[src/rtl/tt_seq_pkg.sv]
// Shared types and limits for the truth-table sequencer.
// Optional feature macro used by the top: TT_SEQ_STOP_ON_ERR_EN.
package tt_seq_pkg;

   typedef enum logic [1:0] {
      S_IDLE    = 2'd0,
      S_SETTLE  = 2'd1,
      S_CAPTURE = 2'd2,
      S_DONE    = 2'd3
   } tt_state_e;

   localparam int N_IN_MIN   = 1;
   localparam int N_IN_MAX   = 8;
   localparam int SETTLE_MIN = 1;
   localparam int SETTLE_MAX = 15;
   localparam int CNT_W      = 4;

endpackage

[src/rtl/tt_settle_cnt.sv]
// Settle down-counter. 'zero' flags the final settle cycle, so the FSM
// leaves SETTLE on the edge where the count reaches zero.
module tt_settle_cnt
   import tt_seq_pkg::*;
(
   input  logic             clk,
   input  logic             rst_n,
   input  logic             load,
   input  logic [CNT_W-1:0] val,
   output logic             zero
);

   logic [CNT_W-1:0] cnt;

   always_ff @(posedge clk or negedge rst_n) begin
      if (!rst_n)          cnt <= '0;
      else if (load)       cnt <= val;
      else if (cnt != '0)  cnt <= cnt - CNT_W'(1);
   end

   assign zero = (cnt[CNT_W-1:1] == '0);

endmodule

[src/rtl/truth_table_sequencer.sv]
// Sweeps every input combination of a combinational DUT, captures its output
// per row and counts mismatches. Define TT_SEQ_STOP_ON_ERR_EN to stop on first mismatch.
module truth_table_sequencer
   import tt_seq_pkg::*;
#(
   parameter int N_IN   = 2,
   parameter int SETTLE = 1
) (
   input  logic                 clk,
   input  logic                 rst_n,
   input  logic                 start,
   input  logic [(1<<N_IN)-1:0] exp_table,
   input  logic                 dut_s,
   output logic [N_IN-1:0]      vec_o,
   output logic                 row_valid,
   output logic                 row_s,
   output logic                 mismatch,
   output logic [N_IN:0]        err_cnt,
   output logic                 busy,
   output logic                 done
);

   localparam logic [N_IN-1:0]  LAST_ROW = '1;
   localparam logic [N_IN:0]    ERR_MAX  = (N_IN+1)'(1 << N_IN);
   localparam logic [CNT_W-1:0] SETTLE_V = CNT_W'(SETTLE);

   tt_state_e state, state_nxt;
   logic      accept, capture, cnt_load, cnt_zero, miss_now, stop_now;

   assign miss_now = (dut_s != exp_table[vec_o]);

`ifdef TT_SEQ_STOP_ON_ERR_EN
   assign stop_now = (vec_o == LAST_ROW) || miss_now;
`else
   assign stop_now = (vec_o == LAST_ROW);
`endif

   tt_settle_cnt u_cnt (
      .clk   (clk),
      .rst_n (rst_n),
      .load  (cnt_load),
      .val   (SETTLE_V),
      .zero  (cnt_zero)
   );

   always_ff @(posedge clk or negedge rst_n) begin
      if (!rst_n) state <= S_IDLE;
      else        state <= state_nxt;
   end

   always_comb begin
      state_nxt = state;
      case (state)
         S_IDLE:    if (start)    state_nxt = S_SETTLE;
         S_SETTLE:  if (cnt_zero) state_nxt = S_CAPTURE;
         S_CAPTURE: state_nxt = stop_now ? S_DONE : S_SETTLE;
         S_DONE:    state_nxt = S_IDLE;
         default:   state_nxt = S_IDLE;
      endcase
   end

   always_comb begin
      accept   = (state == S_IDLE) && start;
      capture  = (state == S_CAPTURE);
      cnt_load = accept || (capture && !stop_now);
   end

   // Row results are registered on the capture edge, so they appear the cycle after CAPTURE.
   always_ff @(posedge clk or negedge rst_n) begin
      if (!rst_n) begin
         vec_o     <= '0;
         row_valid <= 1'b0;
         row_s     <= 1'b0;
         mismatch  <= 1'b0;
         err_cnt   <= '0;
         busy      <= 1'b0;
         done      <= 1'b0;
      end else begin
         row_valid <= capture;
         mismatch  <= capture && miss_now;
         done      <= (state == S_DONE);
         if (capture) row_s <= dut_s;
         if (accept) begin
            vec_o   <= '0;
            err_cnt <= '0;
            busy    <= 1'b1;
         end
         if (capture) begin
            if (miss_now && err_cnt != ERR_MAX) err_cnt <= err_cnt + (N_IN+1)'(1);
            if (!stop_now) vec_o <= vec_o + N_IN'(1);
         end
         if (state == S_DONE) busy <= 1'b0;
      end
   end

endmodule

[config.mk]
export PLATFORM = sky130hd
export DESIGN_NAME = truth_table_sequencer
export DESIGN_NICKNAME = d
export VERILOG_FILES = /design/src/rtl/tt_seq_pkg.sv /design/src/rtl/tt_settle_cnt.sv /design/src/rtl/truth_table_sequencer.sv
export SDC_FILE = /design/constraint.sdc
export NUM_CORES = 1
export LEC_CHECK = 0
export BUFFER_PORTS_ARGS = -buffer_cell sky130_fd_sc_hd__buf_2
export CAP_MARGIN = 10
export CORE_MARGIN = 5
export CORE_UTILIZATION = 40
export CTS_BUF_LIST = sky130_fd_sc_hd__clkbuf_8
export CTS_CLUSTER_DIAMETER = 200
export DETAILED_ROUTE_END_ITERATION = 7
export GPL_TIMING_DRIVEN = 0
export SETUP_SLACK_MARGIN = 0.5
export SYNTH_ARGS = -nofsm -noshare
export SYNTH_HDL_FRONTEND = slang
export SYNTH_SLANG_ARGS = --single-unit
[constraint.sdc]
create_clock -name clk -period 4.6 [get_ports clk]
set_input_delay 0.92 -clock clk [delete_from_list [all_inputs] [get_ports clk]]
set_output_delay 0.92 -clock clk [all_outputs]
set_load 0.02 [all_outputs]
=== Yosys cells after proc, flatten, opt, wreduce, memory -nomap -nowiden ===
Cells that the tools add are included.

* Register bits after elaboration: 16
* Input port bits: 8
* Logic and storage cells: 49

* $add $sub $neg: 3
* $lt $le $gt $ge: 1
* Equality and inequality tests: 8
* Multiplexer cells: 16
* Reductions and logical operators: 12

{| class="wikitable"
|+ Operator list
! kind !! number
|-
| two-way mux 2 bit || 6
|-
| two-way mux 3 bit || 3
|-
| two-way mux 4 bit || 2
|-
| one-hot mux 2 bit (4 select lines) || 1
|-
| equality test 2 bit, second input constant || 3
|-
| logical AND 1 bit || 4
|-
| inequality test 2 bit, second input constant || 2
|-
| nonzero test 2 bit || 2
|-
| nonzero test 4 bit || 1
|-
| subtractor 4 x 1 -> 4 bit, second input constant || 1
|-
| adder 3 x 1 -> 3 bit, second input constant || 1
|-
| zero test 3 bit || 1
|-
| less-than comparator 2 x 3 -> 1 bit, second input constant || 1
|-
| two-way mux 1 bit || 3
|-
| inequality test 3 bit, second input constant || 1
|-
| adder 2 x 1 -> 2 bit, second input constant || 1
|-
| binary-select mux 1 bit (select 2 bit) || 1
|-
| equality test 2 x 1 -> 1 bit, second input constant || 1
|-
| zero test 2 bit || 1
|-
| AND reduction 2 bit || 1
|-
| zero test 1 bit || 1
|-
| logical OR 1 bit || 1
|-
| inequality test 1 bit || 1
|}

=== Longest topological paths before layout ===
Gate-level depths: netlist (run 1).

* Depth after elaboration: 6
* Depth in mapped cells: 5

=== Hierarchy ===
A second synthesis (run 1) with hierarchy kept.

* Cells, all modules: 81
* Area total of the unflattened synthesis: 837.1 sq um

{| class="wikitable"
|+ By module, submodules not included
! module !! instances !! cells an instance !! area an instance (sq um) !! seq. area each (sq um)
|-
| truth_table_sequencer || 1 || 53 || 578.1 || 300.3
|-
| tt_settle_cnt || 1 || 28 || 259.0 || 100.1
|}

=== Worst setup path before layout (run 1) ===
No wires, ideal clock.

* Path type: input to register
* Start point: input port exp_table[3]
* End point: register err_cnt[0]
* Setup time: 0.081 ns
* Arrival time: 1.990 ns
* Data required time: 4.519 ns
* Path slack: 2.529 ns
* Stages on the path: 4
* Cells stage by stage: mux4_2 -> xnor2_2 -> a211oi_4 -> mux2i_1

* Word-level cells in the longest chain between the ends: 6

{| class="wikitable"
|+ Ends and longest elaborated chain
! what !! line !! RTL
|-
| from (decl) || truth_table_sequencer.sv:12 || <nowiki>input logic [(1<<N_IN)-1:0] exp_table,</nowiki>
|-
| binary-select mux 1 bit (select 2 bit) || truth_table_sequencer.sv:30 || <nowiki>assign miss_now = (dut_s != exp_table[vec_o]);</nowiki>
|-
| two-way mux 1 bit (implied by the code) || truth_table_sequencer.sv:30 ||
|-
| inequality test 1 bit || truth_table_sequencer.sv:30 ||
|-
| logical AND 1 bit || truth_table_sequencer.sv:89 || <nowiki>if (miss_now && err_cnt != ERR_MAX) err_cnt <= err_cnt + (N_IN+1)'(1);</nowiki>
|-
| two-way mux 3 bit || truth_table_sequencer.sv:89 ||
|-
| two-way mux 3 bit || truth_table_sequencer.sv:88 || <nowiki>if (capture) begin</nowiki>
|-
| to (signal assigned) || truth_table_sequencer.sv:89 ||
|-
| to (decl) || truth_table_sequencer.sv:18 || <nowiki>output logic [N_IN:0] err_cnt,</nowiki>
|}

No other way between the ends. The select of a mux whose other input is x is not followed.
A chain may end at the register's enable or synchronous reset.

=== Worst setup path in the final report (run 1) ===
Ends and elaborated chain as after synthesis.

==> impl_metrics.py, run 1 <==
metrics = {
    "yosys": {
        "ys_types": 24,
        "syn_area_per_cell_um2": 10.7,
        "ys_ff_latch": 16,
        "synth_cells": 76,
        "yosysSeqAreaShare": 0.495,
        "syn_nets": 89,
        "syn_area_um2": 810,
        "yosys_warnings": 0,
    },
    "critical_path": {
        "crit_path_start": "exp_table[3]",
        "reg2reg_to": "err_cnt[0]$_DFF_PN0_",
        "worst_setup_path_start_kind": "input port",
        "cp-endpoint": "err_cnt[0]$_DFF_PN0_",
        "r2r-start": "vec_o[0]$_DFF_PN0_",
        "rrSetupSlack_ns": 2.88,
        "critPathCaptureType": "flop",
        "worstPathRequired_ns": 4.76,
        "worstPathArrival_ns": 2.16,
        "critPathMaxFanout": 3,
        "path_class": "input port to flop",
        "ff2ff_path_depth": 4,
    },
    "finish": {
        "instances_no_fill": 123,
        "fin_util": 0.499,
        "drive_above_1_share": 0.250,
        "syn_to_final_growth_pct": 19.8,
        "layout.cells.most_common_list": "17 x buf_2, 16 x dfrtp_1, 10 x nand2_1",
        "fin_area_um2": 970,
        "finalNetCount": 111,
        "antenna_cells": 0,
        "final_common_cell": "buf_2",
    },
    "detailed_routing": {
        "wire_per_inst_um": 10.8,
        "totalWireLength_um": 1330,
        "drc_errors": 0,
        "drtAntennaViolNets": 0,
        "vias": 585,
        "via_per_inst": 4.76,
        "drtPass1Iterations": 4,
        "drtIter0Drc": 8,
    },
    "sta": {
        "slew_headroom": 0.731,
        "worst_pin_slew_ns": 0.404,
        "finalSetupViolations": 0,
        "rsz0062_at_grt": "false",
        "fmaxAchievable_ghz": 0.500,
        "finalCritPeriodShare": 0.435,
        "fin_skew_ns": 0.00111,
        "hold_slack_ns": 0.466,
        "hold_viol_final": 0,
        "setup_tns_ns": 0,
        "slew_violations": 0,
        "period_needed_ns": 2.00,
    },
    "clock_network": {
        "clock_sinks": 16,
        "cts_buffers": 3,
        "clk_pin_slew_ns": 0.05,
        "h-tree-depth": 1,
        "clkLatencyLatePin_ns": 0.24,
        "cts_root_buf": "clkbuf_8",
        "postCtsSetupBuffers": 0,
        "tritoncts": "built",
        "post_cts_resized": 0,
        "hold_buffers": 0,
        "clock_path_buffers": 2,
    },
    "global_routing": {
        "grt_pass1_vias": 513,
        "antenna_found_initial": 0,
        "overflow": 0,
        "grt_start_max_net_pins": 17,
        "grt_pass1_wl_um": 2150,
        "grt_usage": 0.103,
    },
    "floorplanning": {
        "die-area_mm2": 0.00302,
        "ios": 18,
        "initial_utilization": 0.417,
        "die-width_um": 55.0,
        "die_h_um": 55.0,
        "coreArea_mm2": 0.00194,
        "rows": 16,
    },
    "power_and_ir_drop": {
        "p_seq_frac": 0.400,
        "p_switching_uw": 248,
        "ir_drop_uv": 364,
        "combPwrFrac": 0.440,
        "clock_power_share": 0.159,
        "p_per_area_mw_per_mm2": 640,
        "p_int_uw": 373,
        "power.share.switching": 0.399,
        "p_leak_uw": 0.000478,
    },
    "placement": {
        "dp.cells": 120,
        "port_buffers": 17,
        "hpwlAfterDp_um": 1060,
        "placed_area_um2": 928,
        "gp_congestion": 0.735,
    },
    "min_path": {
        "min_path_type": "flop to flop",
        "holdPathStages": 2,
    },
    "run_status": {
        "status": "completed",
    },
    "run": {
        "max_cap_violations": 0,
    },
}
-- power by group through the flow --
| stage | clock network, µW | registers [µW] | logic, µW |
|---|---|---|---|
| after floorplan | 0 | 277 | 179 |
| after global placement | 0 | 250 | 272 |
| after detailed placement | 0 | 252 | 278 |
| after CTS | 106 | 250 | 280 |
| after global routing | 111 | 259 | 309 |
| final | 98.8 | 248 | 273 |
-- critical path, stage by stage --
cell,delay [ns]
buf_2,0.09
mux4_2,0.50
xnor2_2,0.18
a211oi_4,0.25
mux2i_1,0.22
-- per-stage QoR --
stage	worst slack [ns]	power [µW]
5_1_grt	2.55	679
4_1_cts	2.59	636
6_report	2.60	621
2_1_floorplan	2.53	455
3_3_place_gp	2.34	523
3_5_place_dp	2.33	530
-- worst min-delay path by stage --
stage,start,to,slack [ns]
6_report,row_s$_DFFE_PN0P_,row_s$_DFFE_PN0P_,0.47
5_1_grt,row_s$_DFFE_PN0P_,row_s$_DFFE_PN0P_,0.53
3_3_place_gp,row_s$_DFFE_PN0P_,row_s$_DFFE_PN0P_,0.45
2_1_floorplan,u_cnt.cnt[1]$_DFFE_PN0P_,state[1]$_DFFE_PN0P_,0.49
3_5_place_dp,row_s$_DFFE_PN0P_,row_s$_DFFE_PN0P_,0.46
4_1_cts,row_s$_DFFE_PN0P_,row_s$_DFFE_PN0P_,0.47
-- layer usage --
| metal | global-route usage | routed length [µm] |
|---|---|---|
| met1 | 0.111 | 562 |
| met2 | 0.171 | 655 |
| met3 | 0.0563 | 113 |
| met4 | 0.0364 | 0 |
| met5 | 0 | 0 |
-- cell usage after synthesis, drive strengths merged --
| master | number | area share |
|---|---|---|
| dfrtp | 16 | 0.49 |
| nand2 | 10 | 0.046 |
| inv | 8 | 0.037 |
| nor2 | 6 | 0.028 |
| ha | 5 | 0.077 |
| a21oi | 4 | 0.025 |
| mux2i | 4 | 0.049 |
| nand2b | 3 | 0.023 |
| xnor2 | 3 | 0.042 |
| a211oi | 2 | 0.034 |
| nor3 | 2 | 0.012 |
| o21ai | 2 | 0.012 |
| or2b | 2 | 0.019 |
| a22oi | 1 | 0.0093 |
| and2 | 1 | 0.0077 |
| mux4 | 1 | 0.028 |
| o21bai | 1 | 0.0093 |
| o2bb2ai | 1 | 0.011 |
| o31ai | 1 | 0.0093 |
| o41ai | 1 | 0.011 |
| or2 | 1 | 0.0077 |
| or3 | 1 | 0.0077 |
-- flip-flops by register name, summed over array words and instances (netlist names) --
name,count
busy,1
done,1
err_cnt,3
mismatch,1
row_s,1
row_valid,1
state,2
u_cnt.cnt,4
vec_o,2
-- cell families (layout without fill, tap and decap cells) --
family | count (synthesis) | count (layout) | synth area share
buffers and inverters | 8 | 28 | 0.0371
AND/OR/NAND/NOR | 26 | 26 | 0.151
multiplexers | 5 | 5 | 0.0773
XOR/XNOR | 3 | 3 | 0.0417
flip-flops | 16 | 16 | 0.495
adder cells (fa/ha/maj) | 5 | 5 | 0.0773
AO/OA/AOI/OAI | 13 | 13 | 0.121
-- layout make-up --
cell class / count / area, µm²
clock buffers: 3 / 41.3
fillers: 194 / 972
inverters: 8 / 30.0
multi-input cells: 52 / 379
flip-flops and latches: 16 / 400
well taps: 27 / 33.8
repair buffers: 17 / 85.1
No activity file was read; power rests on OpenSTA's default activity.
==> inputs of run 2 (changes only) <==
clock period = 1.7 ns   (was 4.6 ns; I/O delays follow)
==> impl_metrics.py, run 2 (same netlist as run 1, synthesis figures left out) <==
metrics = {
    "global_routing": {
        "grt_pass1_wl_um": 2350,
        "overflow": 0,
        "antenna_found_initial": 0,
        "grt_usage": 0.113,
        "grt_start_max_net_pins": 17,
        "grt_pass1_vias": 571,
    },
    "clock_network": {
        "h-tree-depth": 1,
        "tritoncts": "built",
        "clock_path_buffers": 2,
        "cts_buffers": 3,
        "clock_sinks": 16,
        "hold_buffers": 0,
        "cts_root_buf": "clkbuf_8",
        "clk_pin_slew_ns": 0.07,
        "clkLatencyLatePin_ns": 0.25,
    },
    "sta": {
        "finalCritPeriodShare": 0.962,
        "worst_pin_slew_ns": 0.361,
        "setup_tns_ns": 0,
        "period_needed_ns": 1.64,
        "finalSetupViolations": 0,
        "slew_headroom": 0.760,
        "slew_violations": 0,
        "rsz0062_at_grt": "true",
        "fin_skew_ns": 0.00166,
        "hold_viol_final": 16,
        "fmaxAchievable_ghz": 0.611,
        "hold_slack_ns": -0.00666,
    },
    "floorplanning": {
        "die-width_um": 55.0,
        "rows": 16,
        "die-area_mm2": 0.00302,
        "coreArea_mm2": 0.00194,
        "ios": 18,
        "initial_utilization": 0.417,
        "die_h_um": 55.0,
    },
    "detailed_routing": {
        "via_per_inst": 4.59,
        "wire_per_inst_um": 11.4,
        "drtIter0Drc": 4,
        "totalWireLength_um": 1470,
        "drtAntennaViolNets": 0,
        "drtPass1Iterations": 3,
        "drc_errors": 0,
        "vias": 592,
    },
    "placement": {
        "gp_congestion": 0.700,
        "dp.cells": 120,
        "placed_area_um2": 935,
        "hpwlAfterDp_um": 1050,
        "port_buffers": 17,
    },
    "finish": {
        "drive_above_1_share": 0.402,
        "finalNetCount": 116,
        "instances_no_fill": 129,
        "syn_to_final_growth_pct": 38.2,
        "layout.cells.most_common_list": "13 x dfrtp_1, 13 x buf_2, 9 x nand2_1",
        "reg.largest.list": "u_cnt.cnt (4), err_cnt (3)",
        "fin_area_mm2": 0.00112,
        "largest_register_ffs": 4,
        "top_register": "u_cnt.cnt",
        "antenna_cells": 0,
        "fin_util": 0.576,
    },
    "critical_path": {
        "critPathCaptureType": "flop",
        "worstPathRequired_ns": 1.88,
        "ff2ff_path_depth": 4,
        "critPathMaxFanout": 3,
        "path_class": "flop to flop",
        "worstPathArrival_ns": 1.81,
        "worst_setup_path_start_kind": "flop",
    },
    "power_and_ir_drop": {
        "fin_total_pwr_uw": 2040,
        "ir_drop_uv": 1040,
        "p_leak_uw": 0.000521,
        "p_per_area_mw_per_mm2": 1830,
    },
    "min_path": {
        "min_path_type": "input port to async pin",
    },
    "run_status": {
        "status": "complete, but fails checks",
        "violations": "hold timing",
    },
    "run": {
        "max_cap_violations": 0,
    },
}
## run 2: cell type report
cell class,instances,area (µm²)
Timing Repair Buffer,22,159
Clock buffer,4,55.1
Multi-Input combinational cell,52,437
Fill cell,170,823
Sequential cell,16,404
Inverter,8,30.0
Tap cell,27,33.8
## run 2: final timing paths
kind,startpoint,end,slack (ns)
min,rst_n,vec_o[0]$_DFF_PN0_,-0.007
max,vec_o[0]$_DFF_PN0_,err_cnt[0]$_DFF_PN0_,0.06
min reg2reg,row_s$_DFFE_PN0P_,row_s$_DFFE_PN0P_,0.47
max reg2reg,vec_o[0]$_DFF_PN0_,err_cnt[0]$_DFF_PN0_,0.06
max in group asynchronous,rst_n,err_cnt[2]$_DFF_PN0_,1.42
min in group clk,dut_s,row_s$_DFFE_PN0P_,0.33
## run 2: power by group
| group | switching, µW | total [µW] | internal, µW |
|---|---|---|---|
| Combinational | 486 | 1000 | 517 |
| Clock | 136 | 341 | 205 |
| Sequential | 171 | 700 | 529 |
| Total | 792 | 2040 | 1250 |
## run 2: metrics by stage
stage / setup slack (ns) / hold slack [ns]
2_1_floorplan: 0.0472 / 0.0444
3_3_place_gp: 0.0194 / 0.271
3_5_place_dp: 0.0224 / 0.276
4_1_cts: 0.0540 / 0.00820
5_1_grt: -0.0361 / 0.0172
6_report: 0.0646 / -0.00666
## run 2: critical path, cell delays in order, from the launching register on
cell,delay [ns]
dfrtp_2,0.38
mux4_2,0.52
xnor2_2,0.17
a211oi_4,0.26
mux2i_1,0.22
## run 2: metal layers
metal | global-route usage | wire length, µm | vias to the layer above
met3 | 0.0349 | 119 | 2
li1 | - | - | 306
met4 | 0.0729 | 21 | 0
met5 | 0 | 0 | -
met2 | 0.183 | 657 | 15
met1 | 0.127 | 666 | 269
## run 2: timing repair
action | CTS | global route
hold endpoints to repair | 0 | 0
pin swaps | 1 | 3
gates resized for setup | 9 | 14
buffers inserted | 5 | 0
endpoints found under the setup margin | 10 | 15
==> inputs of run 3 (changes only) <==
CTS_CLUSTER_SIZE = 10   (was not set)
SETUP_SLACK_MARGIN = not set   (was 0.5)
SLEW_MARGIN = 15   (was not set)
==> impl_metrics.py, run 3 (same netlist as run 1, synthesis figures left out) <==
metrics = {
    "clock_network": {
        "clock_sinks": 16,
        "clk_pin_slew_ns": 0.06,
        "cts_root_buf": "clkbuf_8",
        "cts_buffers": 3,
        "tritoncts": "built",
        "clkLatencyLatePin_ns": 0.24,
        "hold_buffers": 0,
        "clock_path_buffers": 2,
        "h-tree-depth": 1,
    },
    "placement": {
        "post-place-ws_ns": 0.00569,
        "port_buffers": 17,
        "hpwlAfterDp_um": 1070,
        "gp_congestion": 0.734,
    },
    "critical_path": {
        "worstPathRequired_ns": 1.86,
        "critPathCaptureType": "flop",
        "worst_setup_path_start_kind": "flop",
        "rrSetupSlack_ns": 0.05,
        "critPathMaxFanout": 3,
        "r2r-start": "vec_o[0]$_DFF_PN0_",
        "ff2ff_path_depth": 4,
        "path_class": "flop to flop",
        "worstPathArrival_ns": 1.81,
        "reg2reg_to": "err_cnt[0]$_DFF_PN0_",
    },
    "finish": {
        "fillers": 204,
        "top_register": "u_cnt.cnt",
        "drive_above_1_share": 0.276,
        "reg.largest.list": "u_cnt.cnt (4), err_cnt (3)",
        "final_common_cell": "buf_2",
        "finalNetCount": 112,
        "largest_register_ffs": 4,
        "antenna_cells": 0,
        "layout.cells.most_common_list": "17 x buf_2, 15 x dfrtp_1, 10 x nand2_1",
        "syn_to_final_growth_pct": 21.8,
    },
    "detailed_routing": {
        "drtPass1Iterations": 4,
        "drtAntennaViolNets": 0,
        "totalWireLength_um": 1390,
        "via_per_inst": 4.74,
        "drc_errors": 0,
        "wire_per_inst_um": 11.1,
        "drtIter0Drc": 8,
        "vias": 593,
    },
    "sta": {
        "slew_violations": 0,
        "worst_slack_ns": 0.0496,
        "fin_skew_ns": 0.00627,
        "fmaxAchievable_ghz": 0.606,
        "slew_headroom": 0.762,
        "finalSetupViolations": 0,
        "worst_pin_slew_ns": 0.358,
        "rsz0062_at_grt": "true",
        "hold_slack_ns": -0.00122,
        "hold_viol_final": 2,
        "finalCritPeriodShare": 0.971,
        "period_needed_ns": 1.65,
    },
    "power_and_ir_drop": {
        "p_leak_uw": 0.000488,
        "p_int_uw": 1030,
        "p_switching_uw": 691,
        "combPwrFrac": 0.451,
        "fin_total_pwr_uw": 1720,
        "p_seq_frac": 0.388,
        "p_per_area_mw_per_mm2": 1750,
        "ir_drop_uv": 904,
        "clock_power_share": 0.161,
        "power.share.switching": 0.401,
    },
    "floorplanning": {
        "coreArea_mm2": 0.00194,
        "initial_utilization": 0.417,
        "die-area_mm2": 0.00302,
        "die_h_um": 55.0,
        "die-width_um": 55.0,
        "ios": 18,
        "rows": 16,
    },
    "global_routing": {
        "grt_pass1_wl_um": 2440,
        "grt_pass1_vias": 578,
        "antenna_found_initial": 0,
        "grt_usage": 0.114,
        "grt_start_max_net_pins": 17,
        "overflow": 0,
    },
    "run_status": {
        "status": "complete, but fails checks",
        "violations": "hold timing",
    },
    "min_path": {
        "min_path_type": "input port to async pin",
    },
    "run": {
        "max_cap_violations": 0,
    },
}
run 3: changes by cell type in the layout (fill, tap and decap cells not counted), sizes merged:
cell and change:
buf -4, inv +1, clkbuf -1
run 3: worst max path at each step:
stage	to	startpoint	slack, ns
finish	err_cnt[0]$_DFF_PN0_	vec_o[0]$_DFF_PN0_	0.05
global route	err_cnt[0]$_DFF_PN0_	vec_o[0]$_DFF_PN0_	-0.05
CTS	err_cnt[0]$_DFF_PN0_	vec_o[0]$_DFF_PN0_	0.03
detailed placement	err_cnt[0]$_DFF_PN0_	exp_table[3]	0.006
global placement	err_cnt[1]$_DFF_PN0_	exp_table[3]	0.03
floorplan	err_cnt[0]$_DFF_PN0_	vec_o[0]$_DFF_PN0_	0.05
run 3: layer usage:
layer,track usage,vias to the layer above,routed length [µm]
li1,-,297,-
met1,0.139,280,637
met2,0.193,14,634
met3,0.0241,2,99
met4,0.0486,0,17
met5,0,-,0
run 3: what timing repair did:
| action | in CTS | in global routing |
|---|---|---|
| gates resized for setup | 0 | 1 |
| pin swaps | 0 | 0 |
| setup endpoints to repair | 3 | 6 |
| setup buffers | 1 | 0 |
run 3: layout make-up:
type                    count  area, µm²  area share
well taps                  27       33.8      0.0343
flip-flops and latches     16        402       0.407
inverters                   8       30.0      0.0305
multi-input cells          52        383       0.388
clock inverters             1       3.75     0.00381
repair buffers             18       92.6      0.0939
clock buffers               3       41.3      0.0419
run 3: per-stage QoR:
step / cell area (µm²) / std cells / utilization / hold WS (ns) / setup TNS [ns]
CTS: 982 / 125 / 0.506 / 0.0120 / 0
finish: 986 / 125 / 0.508 / -0.00122 / 0
detailed placement: 930 / 120 / 0.479 / 0.274 / 0
global route: 986 / 125 / 0.508 / 0.0272 / -0.0678
floorplan: 811 / 76 / - / 0.0444 / 0
global placement: 930 / 120 / 0.479 / 0.273 / 0
run 3: worst max-delay path: stages (launching register included):
cell and delay [ns]:
dfrtp_2 0.37, mux4_2 0.54, xnor2_2 0.18, a211oi_4 0.26, mux2i_1 0.22
run 3: power by group through the flow:
stage | Clock, µW | Sequential [µW] | Combinational (µW)
2_1_floorplan | 0 | 751 | 484
3_3_place_gp | 0 | 679 | 736
3_5_place_dp | 0 | 682 | 752
4_1_cts | 287 | 669 | 784
5_1_grt | 305 | 702 | 888
6_report | 277 | 669 | 776
